--- src/rtl/imem_loader.sv ---
// imem_loader: instruction-side front end for the 8-bit single-cycle CPU.
//   LOAD mode: operator keys instructions on Switch and commits them with a
//              debounced Load_Btn press into a small instruction store.
//   RUN mode:  Instruction is fetched from the store at PC and the CPU is
//              released from reset.
// Ports:
//   Clk          system clock, rising edge
//   Reset        synchronous, active-low reset
//   Switch[7:0]  instruction value keyed by the operator
//   Load_Btn     commit button (raw, asynchronous)
//   Clear_Btn    erase-program button (raw, asynchronous)
//   Run_Sw       mode switch, 1 = RUN (raw, asynchronous)
//   PC[7:0]      program counter from the CPU
//   Instruction  registered instruction to the CPU
//   Cpu_Reset    active-high CPU hold; 1 in LOAD, 0 in RUN
//   Load_Count   number of instructions stored
//   Full         Load_Count == DEPTH
//   Running      FSM is in RUN

// Input conditioner: 2-flop synchronizer followed by a level debouncer.
module imem_loader_cond #(
    parameter int unsigned DEBOUNCE_CYCLES = 4
) (
    input  logic clk_i,
    input  logic rst_ni,
    input  logic raw_i,
    output logic level_o
);
    localparam int unsigned CNT_W = (DEBOUNCE_CYCLES > 1) ? $clog2(DEBOUNCE_CYCLES) : 1;
    localparam logic [CNT_W-1:0] CNT_LAST = CNT_W'(DEBOUNCE_CYCLES - 1);

    logic             sync1_q, sync2_q;
    logic             level_q, level_d;
    logic [CNT_W-1:0] cnt_q, cnt_d;

    // Count consecutive synchronized samples that disagree with the level;
    // any agreeing sample restarts the run.
    always_comb begin
        level_d = level_q;
        cnt_d   = '0;
        if (sync2_q != level_q) begin
            if (cnt_q == CNT_LAST) begin
                level_d = sync2_q;
            end else begin
                cnt_d = cnt_q + CNT_W'(1);
            end
        end
    end

    always_ff @(posedge clk_i) begin
        if (!rst_ni) begin
            sync1_q <= 1'b0;
            sync2_q <= 1'b0;
            level_q <= 1'b0;
            cnt_q   <= '0;
        end else begin
            sync1_q <= raw_i;
            sync2_q <= sync1_q;
            level_q <= level_d;
            cnt_q   <= cnt_d;
        end
    end

    assign level_o = level_q;
endmodule

module imem_loader #(
    parameter int unsigned ADDR_W          = 4,
    parameter int unsigned DEBOUNCE_CYCLES = 4,
    parameter logic [7:0]  FILL            = 8'h00
) (
    input  logic            Clk,
    input  logic            Reset,
    input  logic [7:0]      Switch,
    input  logic            Load_Btn,
    input  logic            Clear_Btn,
    input  logic            Run_Sw,
    input  logic [7:0]      PC,
    output logic [7:0]      Instruction,
    output logic            Cpu_Reset,
    output logic [ADDR_W:0] Load_Count,
    output logic            Full,
    output logic            Running
);
    localparam int unsigned DEPTH = 2 ** ADDR_W;
    localparam int unsigned CNT_W = ADDR_W + 1;
    localparam int unsigned CMP_W = (CNT_W > 8) ? CNT_W : 8;
    localparam logic [CNT_W-1:0] FULL_CNT = CNT_W'(DEPTH);

    typedef enum logic {
        ST_LOAD = 1'b0,
        ST_RUN  = 1'b1
    } state_e;

    state_e           state_q, state_d;
    logic [CNT_W-1:0] count_q, count_d;
    logic [7:0]       instr_q, instr_d;
    logic             cpu_reset_q, cpu_reset_d;
    logic             running_q, running_d;
    logic             full_q, full_d;
    logic             mem_we;
    logic [7:0]       mem_q [DEPTH];

    logic load_lvl, clear_lvl, run_lvl;
    logic load_dly_q, clear_dly_q;
    logic load_pulse_c, clear_pulse_c;

    imem_loader_cond #(.DEBOUNCE_CYCLES(DEBOUNCE_CYCLES)) u_cond_load (
        .clk_i  (Clk),
        .rst_ni (Reset),
        .raw_i  (Load_Btn),
        .level_o(load_lvl)
    );

    imem_loader_cond #(.DEBOUNCE_CYCLES(DEBOUNCE_CYCLES)) u_cond_clear (
        .clk_i  (Clk),
        .rst_ni (Reset),
        .raw_i  (Clear_Btn),
        .level_o(clear_lvl)
    );

    imem_loader_cond #(.DEBOUNCE_CYCLES(DEBOUNCE_CYCLES)) u_cond_run (
        .clk_i  (Clk),
        .rst_ni (Reset),
        .raw_i  (Run_Sw),
        .level_o(run_lvl)
    );

    // One-cycle rising-edge pulses from the debounced button levels.
    assign load_pulse_c  = load_lvl  & ~load_dly_q;
    assign clear_pulse_c = clear_lvl & ~clear_dly_q;

    // Next state, store write and registered-output values.
    always_comb begin
        state_d = state_q;
        count_d = count_q;
        instr_d = FILL;
        mem_we  = 1'b0;
        case (state_q)
            ST_LOAD: begin
                // Mode change wins over any button pulse in the same cycle;
                // clear wins over load.
                if (run_lvl && (count_q != '0)) begin
                    state_d = ST_RUN;
                end else if (clear_pulse_c) begin
                    count_d = '0;
                end else if (load_pulse_c && !full_q) begin
                    mem_we  = 1'b1;
                    count_d = count_q + CNT_W'(1);
                end
            end
            ST_RUN: begin
                if (!run_lvl) begin
                    state_d = ST_LOAD;
                end else if (CMP_W'(PC) < CMP_W'(count_q)) begin
                    // Full-width compare so PC values above DEPTH never alias.
                    instr_d = mem_q[PC[ADDR_W-1:0]];
                end
            end
            default: begin
                state_d = ST_LOAD;
            end
        endcase
        cpu_reset_d = (state_d == ST_LOAD);
        running_d   = (state_d == ST_RUN);
        full_d      = (count_d == FULL_CNT);
    end

    // State, count and status registers.
    always_ff @(posedge Clk) begin
        if (!Reset) begin
            state_q     <= ST_LOAD;
            count_q     <= '0;
            instr_q     <= FILL;
            cpu_reset_q <= 1'b1;
            running_q   <= 1'b0;
            full_q      <= 1'b0;
            load_dly_q  <= 1'b0;
            clear_dly_q <= 1'b0;
        end else begin
            state_q     <= state_d;
            count_q     <= count_d;
            instr_q     <= instr_d;
            cpu_reset_q <= cpu_reset_d;
            running_q   <= running_d;
            full_q      <= full_d;
            load_dly_q  <= load_lvl;
            clear_dly_q <= clear_lvl;
        end
    end

    // Instruction store; contents survive reset and are gated by count_q.
    always_ff @(posedge Clk) begin
        if (mem_we) begin
            mem_q[count_q[ADDR_W-1:0]] <= Switch;
        end
    end

    assign Instruction = instr_q;
    assign Cpu_Reset   = cpu_reset_q;
    assign Load_Count  = count_q;
    assign Full        = full_q;
    assign Running     = running_q;
endmodule
--- config.mk ---
export PLATFORM = sky130hd
export DESIGN_NAME = imem_loader
export DESIGN_NICKNAME = d
export VERILOG_FILES = /design/src/rtl/imem_loader.sv
export SDC_FILE = /design/constraint.sdc
export NUM_CORES = 1
export LEC_CHECK = 0
export CAP_MARGIN = 20
export CORE_ASPECT_RATIO = 1.4
export CORE_MARGIN = 2
export CORE_UTILIZATION = 25
export CTS_BUF_LIST = sky130_fd_sc_hd__clkbuf_16
export CTS_CLUSTER_SIZE = 12
export DETAILED_ROUTE_END_ITERATION = 7
export PLACE_DENSITY = 0.5
export SYNTH_ARGS = -nofsm -noshare
export SYNTH_HDL_FRONTEND = slang
export SYNTH_SLANG_ARGS = --single-unit
--- constraint.sdc ---
create_clock -name Clk -period 3.5 [get_ports Clk]
set_input_delay 0.525 -clock Clk [delete_from_list [all_inputs] [get_ports Clk]]
set_output_delay 0.525 -clock Clk [all_outputs]
set_load 0.02 [all_outputs]
== Word level (Yosys, flattened, before mapping) ==
Memories as Yosys holds them, arrays and structs flattened. A register that Yosys moved wholly into a read port is not among the register bits.
Index checks and enable logic that the tools add are counted.

* Register bits after elaboration: 25
* Word-level logic and storage cells: 66
* Bits in read-only memories: 0
* Memories: 1
* Bits in writable memories: 128
* Latch bits: 0

{| class="wikitable"
|+ Memory list
! name !! depth !! bits a word !! rd ports !! clocked after memory_dff !! write ports !! line !! text
|-
| mem_q || 16 || 8 || 1 || 1 || 1 || 102 || <nowiki>logic [7:0] mem_q [DEPTH];</nowiki>
|}

* $add $sub $neg: 4
* Divide/modulo/power cells: 0
* Order comparisons: 1
* Shifts and indexed selects: 0
* Bitwise logic cells: 10
* Reduce and logical (&&, ||, !) cells: 12
* Multiply operators: 0
* Equality and inequality tests: 7
* Mux-type cells: 13

{| class="wikitable"
|+ Operators by type and width
! kind !! count
|-
| $mux W5 || 4
|-
| $reduce_or A3 Y1 || 3
|-
| $lt A8 B5 Y1 || 1
|-
| $mux W1 || 8
|-
| $not A1 Y1 || 8
|-
| $add A2 B1 Y2 const B || 3
|-
| $eq A2 B2 Y1 const B || 3
|-
| $reduce_and A2 Y1 || 3
|-
| $add A5 B1 Y5 const B || 1
|-
| $eq A5 B5 Y1 const B || 1
|-
| $reduce_bool A5 Y1 || 1
|-
| $reduce_and A4 Y1 || 1
|-
| $ne A1 B1 Y1 || 3
|-
| $and A1 B1 Y1 || 2
|-
| $logic_and A1 B1 Y1 || 2
|-
| $logic_not A1 Y1 || 2
|-
| $pmux W1 S2 || 1
|}

== Logic depth before layout (Yosys ltp) ==
* Depth in word-level cells: 9
* Gate-level depth with buffers: 8

== Cells and area by module ==
From an unflattened synthesis, not the netlist that was laid out.

* Cells, all modules: 344
* Area total of the unflattened synthesis: 6238.5 um^2

{| class="wikitable"
|+ Modules (own cells, without submodules)
! module !! area an instance (um^2) !! cells an instance !! instances
|-
| imem_loader || 5724.2 || 305 || 1
|-
| imem_loader_cond || 171.4 || 13 || 3
|}

== Worst setup path after synthesis ==
Ideal clock, no wire load.

* Path type: register to register
* Start: register count_q[0], in the netlist Load_Count[0]
* End: memory mem_q[2][0], enable pin
* Arrival time: 2.372 ns
* Data required time: 3.117 ns
* Path slack: 0.744 ns
* Cell stages (with the launch flop): 9
* Library setup time: 0.383 ns
* Path buffers: 1
* Cells stage by stage: dfxtp_1 -> inv_1 -> ha_1 -> or4b_4 -> a21oi_2 -> and3_1 -> buf_4 -> nand2_2 -> nor3_1

* Cells in the longest elaborated chain, start to end: 6

{| class="wikitable"
|+ RTL lines
! element !! line !! text
|-
| start, declared || 96 || <nowiki>logic [CNT_W-1:0] count_q, count_d;</nowiki>
|-
| start signal, assigned || 182 || <nowiki>count_q <= count_d;</nowiki>
|-
| $reduce_bool A5 Y1 || 143 || <nowiki>if (run_lvl && (count_q != '0)) begin</nowiki>
|-
| $logic_and A1 B1 Y1 || 143 ||
|-
| $mux W1 || 143 ||
|-
| $mux W1 || 139 || <nowiki>case (state_q)</nowiki>
|-
| $mux W1 || 194 || <nowiki>if (mem_we) begin</nowiki>
|-
| $mux W1 (implied by the code) || 195 || <nowiki>mem_q[count_q[ADDR_W-1:0]] <= Switch;</nowiki>
|-
| end, declared || 102 ||
|}

Several ways; a longest one is shown, not always the timed one.

== Final worst setup path ==
* Start: register count_q[0], in the netlist Load_Count[0]
* End: memory mem_q[0][7], enable pin

Same word-level chain as after synthesis.

==> impl_metrics.yaml <==
timing:
  setup_viol: 0
  slew_violations: 0
  rsz0062_at_grt: "no"
  finalCriticalPeriod_ps: 2980
  hold_violations: 0
  finalCritPeriodShare: 0.852
  tns_ps: 0
  slew_headroom: 0.469
  max_freq_mhz: 335
  setup_slack_ps: 518
  finClkSkew_ps: 8.34
  worstMarginPinSlew_ps: 794
pwr:
  ir_worst_vdd_uv: 246
  power_density_nw_per_um2: 528
  cellLeakagePower_uw: 0.00245
  total_power_uw: 4020
cells_and_area:
  final_cells: 728
  fin_nets: 432
  layout-drive-gt1-share: 0.213
  synthToLayoutAreaGrowth_pct: 21.7
  diodes: 0
synthesis:
  avgSynthCellArea_um2: 18.0
  ys_types: 49
  synth_nets: 380
  netlist_area_um2: 6260
  ys_warn_count: 0
  ys_ff_latch: 161
  synthCells: 348
  ys_seq_area_frac: 0.719
routing:
  vias: 3237
  drt_pass1_iterations: 6
  avgRoutedWirePerCell_um: 19.5
  vias_per_cell: 4.45
  postRouteAntennaNets: 0
  drt_wl_total_mm: 14.2
  route.detailed.drc: 0
  drt_first_iter_violations: 194
floorplan:
  initial_core_util: 0.254
  die-area_um2: 26300
  die_h_um: 191
  die_x_um: 138
  num_rows: 68
  coreArea_um2: 24700
  ios: 37
setup_path:
  cp-end-kind: "flop"
  ff2ff_path_depth: 7
  startpoint: "Load_Count[0]"
  crit_type: "flop to flop"
  cp_max_fo: 8
  timing.rr.start: "Load_Count[0]"
  r2r-end: "mem_q[0][7]"
  r2r_setup_slack_ps: 520
  crit_end: "mem_q[0][7]"
  cp.arrival_ps: 3030
  cp.required_ps: 3550
  worst_setup_path_start_kind: "flop"
cts:
  cts-root-buf: "clkbuf_16"
  ctsHoldBuffers: 0
  cts-resized-gates: 0
  cts_tree: "done"
  clock-sinks: 161
  clock_insertion_delay_worst_skew_ps: 430
  cts_setup_buffers: 0
  cts_inserted_buffers: 17
  clk_pin_slew_ps: 60
  clockBufferDepth: 2
  htree_levels: 4
global_route:
  grt_max_degree: 27
  grt_pass1_wl_mm: 21.6
  antenna_found_initial: 0
  grt_overflow: 0
  grt_pass1_vias: 3626
  grtUsageTotal: 0.116
placed_design:
  post-place-ws_ps: 507
  dp.cells: 696
  hpwl_mm: 10.2
  gp_congestion: 0.791
  port_buffers: 36
run_status:
  outcome: "completed"
flow_run:
  maxCapViolCount: 0
worst_hold_path:
  min_path_type: "flop to flop"
==> cell usage after synthesis (all sizes together) <==
cell type  number  area share
o21a            1      0.0012
nor2b           6      0.0060
dfxtp          33        0.11
nor4bb          3      0.0048
nand3           3      0.0024
ha             11       0.022
mux4           32        0.12
a21oi           8      0.0070
mux2i           3      0.0048
o31ai           1      0.0012
nand4           2      0.0020
nor3b           1      0.0030
a22oi           3      0.0036
nand2          13      0.0090
o21ai           3      0.0024
buf             9      0.0086
or4b            1      0.0022
nor4b           4      0.0066
clkbuf          7      0.0042
and2           10       0.010
nand2b          5      0.0050
o211a           1      0.0016
or2             2      0.0020
o2bb2ai         2      0.0028
nor2           13      0.0078
nand4b          2      0.0028
edfxtp        128        0.61
a31oi           3      0.0030
and3            1      0.0010
a41oi           1      0.0014
inv             6      0.0036
a21boi          2      0.0030
a211oi          1      0.0012
xnor2           3      0.0042
o22ai          10       0.010
a21o            2      0.0026
nor3           10      0.0096
or4             2      0.0030
==> cell usage in the layout, fill, tap and decap left out, types with 2 or more instances in the layout <==
cell | netlist | routed
a31oi_1 | 3 | 3
nand3_1 | 3 | 3
xnor2_1 | 3 | 3
nor2_1 | 13 | 13
nor2b_1 | 6 | 6
inv_1 | 6 | 9
edfxtp_1 | 128 | 128
clkinvlp_4 | 0 | 2
mux4_2 | 32 | 32
nor4b_1 | 3 | 3
nor3_1 | 8 | 8
or2_1 | 2 | 2
clkbuf_16 | 0 | 20
a22oi_1 | 3 | 3
ha_1 | 11 | 11
buf_4 | 1 | 13
o21ai_0 | 2 | 2
nand4b_1 | 2 | 2
nor3_2 | 2 | 2
nand2b_1 | 5 | 5
nand2_1 | 10 | 10
and2_1 | 9 | 9
dfxtp_1 | 33 | 33
nand2_2 | 3 | 3
nand4_1 | 2 | 2
clkinv_2 | 0 | 5
nor4bb_1 | 3 | 3
a21oi_1 | 7 | 7
mux2i_1 | 3 | 3
o2bb2ai_1 | 2 | 2
o22ai_1 | 10 | 10
clkdlybuf4s50_1 | 0 | 35
==> metal layers <==
metal,track usage,routed length [um],vias to the layer above
met4,0.0585,532,0
li1,-,-,1482
met5,0,0,-
met1,0.120,5380,1668
met3,0.0331,463,24
met2,0.210,7850,63
==> cell type report <==
class                   instances  area (um2)
clock buffers                  20         500
clock inverters                12        90.1
fillers                      2438       17100
inverters                       6        22.5
multi-input cells             165        1660
flip-flops and latches        161        4500
well taps                     315         394
repair buffers                 49         453
==> report_power, final <==
| group | leakage, uW | internal (uW) | switching, uW |
|---|---|---|---|
| Combinational | 0.000737 | 68.2 | 84.1 |
| Sequential | 0.00142 | 2070 | 1.73 |
| Clock | 0.000301 | 1090 | 711 |
==> through the flow <==
step | hold slack, ps | util | area, um2
floorplan | 406 | - | 6260
global placement | 413 | 0.285 | 7030
detailed placement | 423 | 0.285 | 7030
CTS | 435 | 0.309 | 7620
global route | 448 | 0.309 | 7620
finish | 434 | 0.309 | 7620
==> sequential cells by signal, indices dropped and copies added (netlist names), 2 cells and up <==
name,count
u_cond_run.cnt_q,2
u_cond_clear.cnt_q,2
Load_Count,5
Instruction,8
u_cond_load.cnt_q,2
mem_q,128
==> worst min path at each step <==
stage | startpoint | to | slack [ps] | cells past startpoint
after floorplan | u_cond_load.cnt_q[0] | u_cond_load.cnt_q[0] | 410 | 1
after global placement | u_cond_load.cnt_q[0] | u_cond_load.cnt_q[0] | 410 | 1
after detailed placement | u_cond_load.cnt_q[0] | u_cond_load.cnt_q[0] | 420 | 1
after CTS | u_cond_load.cnt_q[0] | u_cond_load.cnt_q[0] | 430 | 1
after global routing | u_cond_clear.cnt_q[0] | u_cond_clear.cnt_q[0] | 450 | 1
final | u_cond_clear.cnt_q[0] | u_cond_clear.cnt_q[0] | 430 | 1
==> cells by family after synthesis <==
family | Yosys count | share of synthesized area
and+or+nand+nor | 78 | 0.0773
DFF | 161 | 0.719
adders and majority gates | 11 | 0.0220
muxes | 35 | 0.120
xor gates and xnor gates | 3 | 0.00420
AOI/OAI and AO/OA | 38 | 0.0410
buffers and inverters | 22 | 0.0164
==> critical path, stage by stage, from the launching register on <==
cell and delay [ps]:
dfxtp_1 380, inv_1 160, ha_1 190, or4b_4 480, a21oi_2 250, and3_1 380, nand2_1 190, nor3_2 580
Power figures use the tool's default switching activity.
